--- config.mk ---
export PLATFORM = sky130hd
export DESIGN_NAME = cdc_loop_fifo
export DESIGN_NICKNAME = d
export VERILOG_FILES = /design/src/rtl/cdc_loop_fifo.sv
export SDC_FILE = /design/constraint.sdc
export NUM_CORES = 1
export LEC_CHECK = 0
export ABC_AREA = 1
export ABC_CLOCK_PERIOD_IN_PS = 2400
export BUFFER_PORTS_ARGS = -buffer_cell sky130_fd_sc_hd__buf_4
export CORE_MARGIN = 5
export CORE_UTILIZATION = 55
export DETAILED_ROUTE_END_ITERATION = 12
export GPL_ROUTABILITY_DRIVEN = 0
export GPL_TIMING_DRIVEN = 0
export PLACE_DENSITY = 0.83
export SLEW_MARGIN = 20
export SYNTH_ARGS = -nofsm -noshare
export SYNTH_HDL_FRONTEND = slang
export SYNTH_SLANG_ARGS = --single-unit
--- constraint.sdc ---
create_clock -name clk_i -period 2.4 [get_ports clk_i]
set_input_delay 0.48 -clock clk_i [delete_from_list [all_inputs] [get_ports clk_i]]
set_output_delay 0.48 -clock clk_i [all_outputs]
set_load 0.01 [all_outputs]
--- src/rtl/cdc_loop_fifo.sv ---
// Per-channel byte FIFOs between the usb_cdc OUT and IN streams, with an optional
// fixed channel rotation. Flags are registered from the next level, so s_ready_o has no combinational path.
module cdc_loop_fifo #(
  parameter int CHANNELS = 2,
  parameter int DEPTH    = 16,
  parameter int ROTATE   = 0,
  parameter int LW       = $clog2(DEPTH) + 1
) (
  input  logic                   clk_i,
  input  logic                   rstn_i,
  input  logic [8*CHANNELS-1:0]  s_data_i,
  input  logic [CHANNELS-1:0]    s_valid_i,
  output logic [CHANNELS-1:0]    s_ready_o,
  output logic [8*CHANNELS-1:0]  m_data_o,
  output logic [CHANNELS-1:0]    m_valid_o,
  input  logic [CHANNELS-1:0]    m_ready_i,
  input  logic [CHANNELS-1:0]    flush_i,
  output logic [LW*CHANNELS-1:0] level_o
);

  localparam int PW = $clog2(DEPTH);

  logic [CHANNELS-1:0] fifo_ready;
  logic [CHANNELS-1:0] fifo_valid;
  logic [7:0]          fifo_head [CHANNELS];

  for (genvar i = 0; i < CHANNELS; i++) begin : g_fifo
    localparam int OUT_CH = (i + ROTATE) % CHANNELS;

    logic [7:0]    mem [DEPTH];
    logic [PW-1:0] wr_ptr;
    logic [PW-1:0] rd_ptr;
    logic [LW-1:0] level;
    logic [LW-1:0] level_nxt;
    logic          ready_q;
    logic          valid_q;
    logic          wr;
    logic          rd;

    assign wr = s_valid_i[i] & ready_q;
    assign rd = valid_q & m_ready_i[OUT_CH];

    always_comb begin
      level_nxt = level;
      if (flush_i[i])
        level_nxt = '0;
      else if (wr && !rd)
        level_nxt = level + LW'(1);
      else if (rd && !wr)
        level_nxt = level - LW'(1);
    end

    always_ff @(posedge clk_i) begin
      if (!rstn_i) begin
        wr_ptr  <= '0;
        rd_ptr  <= '0;
        level   <= '0;
        ready_q <= 1'b0;
        valid_q <= 1'b0;
      end else begin
        if (flush_i[i]) begin
          wr_ptr <= '0;
          rd_ptr <= '0;
        end else begin
          if (wr) wr_ptr <= wr_ptr + PW'(1);
          if (rd) rd_ptr <= rd_ptr + PW'(1);
        end
        level   <= level_nxt;
        ready_q <= (level_nxt < LW'(DEPTH));
        valid_q <= (level_nxt != '0);
      end
    end

    // Storage has no reset so it can map onto RAM; the head is read asynchronously.
    always_ff @(posedge clk_i) begin
      if (rstn_i && wr && !flush_i[i])
        mem[wr_ptr] <= s_data_i[8*i +: 8];
    end

    assign fifo_ready[i]          = ready_q;
    assign fifo_valid[i]          = valid_q;
    assign fifo_head[i]           = mem[rd_ptr];
    assign level_o[LW*i +: LW]    = level;
  end

  assign s_ready_o = fifo_ready;

  for (genvar o = 0; o < CHANNELS; o++) begin : g_out
    localparam int SRC = (o + CHANNELS - ROTATE) % CHANNELS;

    assign m_valid_o[o]      = fifo_valid[SRC];
    assign m_data_o[8*o +: 8] = fifo_valid[SRC] ? fifo_head[SRC] : 8'h00;
  end

endmodule

# Yosys cells after proc, flatten, opt, wreduce, memory -nomap -nowiden
# Memories as Yosys holds them, arrays and structs flattened. A register that Yosys moved wholly into a read port is not among the register bits.
# Index checks and enable logic that the tools add are counted.
# totals
register_bits	30
ram_bits	256
in_bits	24
output_inout_bits	30
wordCells	61
n_memories	2
# op_classes
addsub	8
order_cmp	2
mux	16
bitwise	5
reduce_logical	18
# memory_table
name	depth	word_bits	rd	rd_ports_with_merged_regs	wr	line_no	rtl
g_fifo[0].mem	16	8	1	1	1	30	logic [7:0] mem [DEPTH];
g_fifo[1].mem	16	8	1	1	1	30	
# ops
op	count
5-bit two-way mux	6
4-bit by 1-bit adder with 4-bit output, second input constant	4
4-bit two-way mux	4
8-bit two-way mux	2
5-bit by 1-bit adder with 5-bit output, second input constant	2
5-bit < comparator, second input constant	2
5-bit nonzero test	2
5-bit by 1-bit subtractor with 5-bit output, second input constant	2
1-bit logical AND	8
1-bit logical NOT	6
1-bit bitwise AND	4
1-bit two-way mux	4
2-bit OR reduction	2
1-bit inverter	1

# Logic depth before layout (Yosys ltp)
# logic_depth
word_depth	7
mapped_depth	10
ltp_nobuf	10

# Worst setup path after synthesis
# OpenSTA, ideal clock, no wires.
# synth_path
kind	input to register
start	in rstn_i
end	mem g_fifo[1].mem[0][0], enable pin
setup_ps	370
arrival_time_ps	1561
t_required_ps	2030
setup_slack_ps	468
stages	6
path_buffers	0
path_cell_list	inv_1 -> nor2_1 -> inv_1 -> nor2_1 -> nand2_1 -> nor2_1
# synth_between
elab_chain_cells	4
# synth_lines
element	line_no	rtl
start, declared	10	input logic rstn_i,
1-bit logical AND (2 in a row)	76	if (rstn_i && wr && !flush_i[i])
1-bit two-way mux	76	
1-bit two-way mux (not written as such)	77	mem[wr_ptr] <= s_data_i[8*i +: 8];
end, declared	30	
# No other way between the ends.

==> results.sh <==
export IMPL_finalCritPeriodShare_pct=108
export IMPL_critPathSlowestCell="dfxtp_4"
export IMPL_floorplan_die_height_microns=159
export IMPL_timing_hold_violations_final=0
export IMPL_end_kind="output pin"
export IMPL_worst_path_max_fanout=8
export IMPL_worst_endpoint_arrival_ns=2.12
export IMPL_first_iter_violations=1039
export IMPL_worst_setup_skew_after_layout_ns=0.00951
export IMPL_antenna_found_initial=0
export IMPL_drive_above_1_share_pct=19.3
export IMPL_timing_final_ws_setup_ns=-0.204
export IMPL_postRouteAntennaNets=0
export IMPL_io_pin_count=54
export IMPL_numCtsBuffers=29
export IMPL_syn_to_final_growth_pct=19.7
export IMPL_cts_root_buf="clkbuf_16"
export IMPL_first_global_vias=8664
export IMPL_finalWorstPathRequiredPeriod_ns=2.60
export IMPL_timing_max_transition_violations_final=0
export IMPL_fp_row_count=54
export IMPL_core_region_area_sq_um=21800
export IMPL_path_depth=8
export IMPL_clkSinkCount=294
export IMPL_nNetsFinal=1225
export IMPL_clock_fmax_mhz=384
export IMPL_drc=0
export IMPL_dieArea_sq_um=25200
export IMPL_totalPowerFinal_w=0.0110
export IMPL_timing_slew_headroom_pct=40.6
export IMPL_h_tree_depth=1
export IMPL_worst_hold_path_num_cells=4
export IMPL_combined_global_route_utilization_of_all_metal_layers_pct=24.4
export IMPL_post_synth_num_cell_types=25
export IMPL_drt_vias_per_instance=5.96
export IMPL_grt_ovfl_total=0
export IMPL_synth_yosys_warnings=0
export IMPL_dieWidth_microns=159
export IMPL_crit_path_frequent_cell="buf_12"
export IMPL_layout_core_utilization_pct=66.7
export IMPL_path_delay_family="buffers and inverters"
export IMPL_post_synth_cell_area_avg_sq_um=11.2
export IMPL_critical_path_n_buffers_inverters=4
export IMPL_drtPass1Iterations=6
export IMPL_violations_in_the_final_reports="negative setup slack"
export IMPL_seq_area_frac_synth_pct=69.5
export IMPL_antennaDiodeCount=0
export IMPL_critical_path_cell_by_cell="buf_12, buf_12, buf_6, o21ai_2, o211ai_1, nand3_1, a21oi_2, buf_4"
export IMPL_timing_hold_worst_class="in -> reg"
export IMPL_pin_count_of_the_biggest_net_entering_global_routing=17
export IMPL_worst_hold_slack_ns=0.251
export IMPL_critical_path_class="reg -> out"
export IMPL_cts_reportedPaths_clkPinSlew_ns=0.06
export IMPL_cts_tree="done"
export IMPL_cp_data_required_time_ns=1.92
export IMPL_tightest_slew_ns=0.888
export IMPL_grt_setup_unrepaired="true"
export IMPL_r2r_cells=4
export IMPL_number_of_register_bits_inferred_by_synthesis=294
export IMPL_port_buffers=53
export IMPL_ir_drop_mv=0.778
export IMPL_place_worst_setup_slack_ns=-0.235
export IMPL_initial_utilization_pct=55.7
export IMPL_routed_via_count=8881
export IMPL_power_density_normalized_to_cell_area_nw_per_um2=757
export IMPL_max_root_sink_buffers=3
export IMPL_routed_wl_mm=30.7
export IMPL_most_frequent_cells_in_the_layout="nor2_1 (258), edfxtp_1 (256), nand2_1 (80), buf_4 (75), o21ai_0 (73)"
export IMPL_post_synth_instance_area_sq_um=12200
export IMPL_cap_viol_max_count=0
export IMPL_postSynthNetCount=1121
export IMPL_finalSetupViolCount=16
export IMPL_mostFrequentLayoutCell="nor2_1"
export IMPL_routedWlPerCell_microns=20.6
export IMPL_clock_latency_ns=0.54
export IMPL_result_of_the_run="complete, but fails checks"
export IMPL_grt_first_pass_wirelength_mm=47.3
export IMPL_max_incr_delay_on_cp_ns=0.40
export IMPL_timing_critical_path_from_type="register"
export IMPL_p_leak_nw=5.18
export IMPL_post_dp_hpwl_mm=19.2
export IMPL_synthesis_instances=1083
path summary, 6_finish.rpt:
kind                        from                   to  slack (ns)
min                   flush_i[1]   g_fifo[1].level[2]        0.25
min reg2reg  g_fifo[1].rd_ptr[3]  g_fifo[1].rd_ptr[3]        0.44
max reg2reg    g_fifo[1].ready_q  g_fifo[1].mem[7][3]        0.45
max                     register          m_data_o[0]       -0.20
metrics by stage:
step | instance area (sq um) | TNS (ns) | std cells
global placement | 12900 | -9.49 | 1416
finish | 14500 | -2.14 | 1489
detailed placement | 12900 | -19.68 | 1416
floorplan | 12200 | 0 | 1083
global route | 14500 | -3.07 | 1489
CTS | 14400 | -1.66 | 1484
metal layers:
| metal | global-route usage (%) | routed length [microns] | part of all wire [%] | vias up |
|---|---|---|---|---|
| met5 | 0 | 0 | 0 | - |
| met4 | 9.02 | 1090 | 3.6 | 0 |
| met3 | 4.08 | 2870 | 9.3 | 103 |
| met2 | 40.1 | 14900 | 49 | 550 |
| met1 | 33.1 | 11800 | 38 | 4194 |
| li1 | - | - | - | 4034 |
report_power, final:
part           total (W)  internal (W)  leakage (nW)  switching (W)
combinational   0.000827      0.000311          2.10       0.000516
sequential       0.00562       0.00558          2.61      0.0000377
clock            0.00456       0.00272         0.475        0.00184
total             0.0110       0.00861          5.18        0.00239
worst min-delay path, delay by kind of cell:
family | cells | cell delay, ns
buf+inv | 1 | 0.11
compound gates | 1 | 0.04
simple gates | 2 | 0.12
area by class of cell:
class | instances | area [sq um]
buffer | 51 | 504
clock buffer | 48 | 887
clock inverter | 5 | 78.8
fill | 1441 | 7280
inverter | 52 | 223
multi-input combinational | 686 | 3430
sequential | 294 | 8460
tap | 280 | 350
timing repair buffer | 73 | 617
flip-flops by register name, indices dropped and copies added (netlist names), named ones only:
register and count:
g_fifo.level 10, g_fifo.ready_q 2, g_fifo.mem 256, g_fifo.rd_ptr 8, g_fifo.valid_q 2, g_fifo.wr_ptr 8
kinds of logic (layout without fill, tap and decap cells):
logic type	after synthesis	count (layout)	synth area share [%]
and+or+nand+nor	451	451	15.0
DFF	294	294	69.5
AOI/OAI and AO/OA	221	221	10.0
buffers and inverters	103	229	4.00
adders and majority gates	14	14	1.44
synth_stat cells (all sizes together):
cell type	count	share of area [%]
nand2	85	2.7
nor3	6	0.25
a211oi	2	0.12
inv	50	1.5
edfxtp	256	63
nand4	4	0.21
nand3	78	3.2
o211ai	42	2.6
a21oi	41	1.7
nor4	1	0.052
nor3b	1	0.062
ha	14	1.4
o21ai	136	5.6
nor2	276	8.5
clkinv	2	0.062
buf	25	1.6
dfxtp	38	6.3
clkbuf	26	0.81
repair_timing:
| action | in CTS | in global routing |
|---|---|---|
| cloned | 4 | 1 |
| resized for setup | 129 | 53 |
| hold buffers | 0 | 0 |
| setup buffers | 11 | 5 |
| setup endpoints to repair | 16 | 16 |
| pin swaps | 41 | 44 |
(Power assumes the default switching activity.)
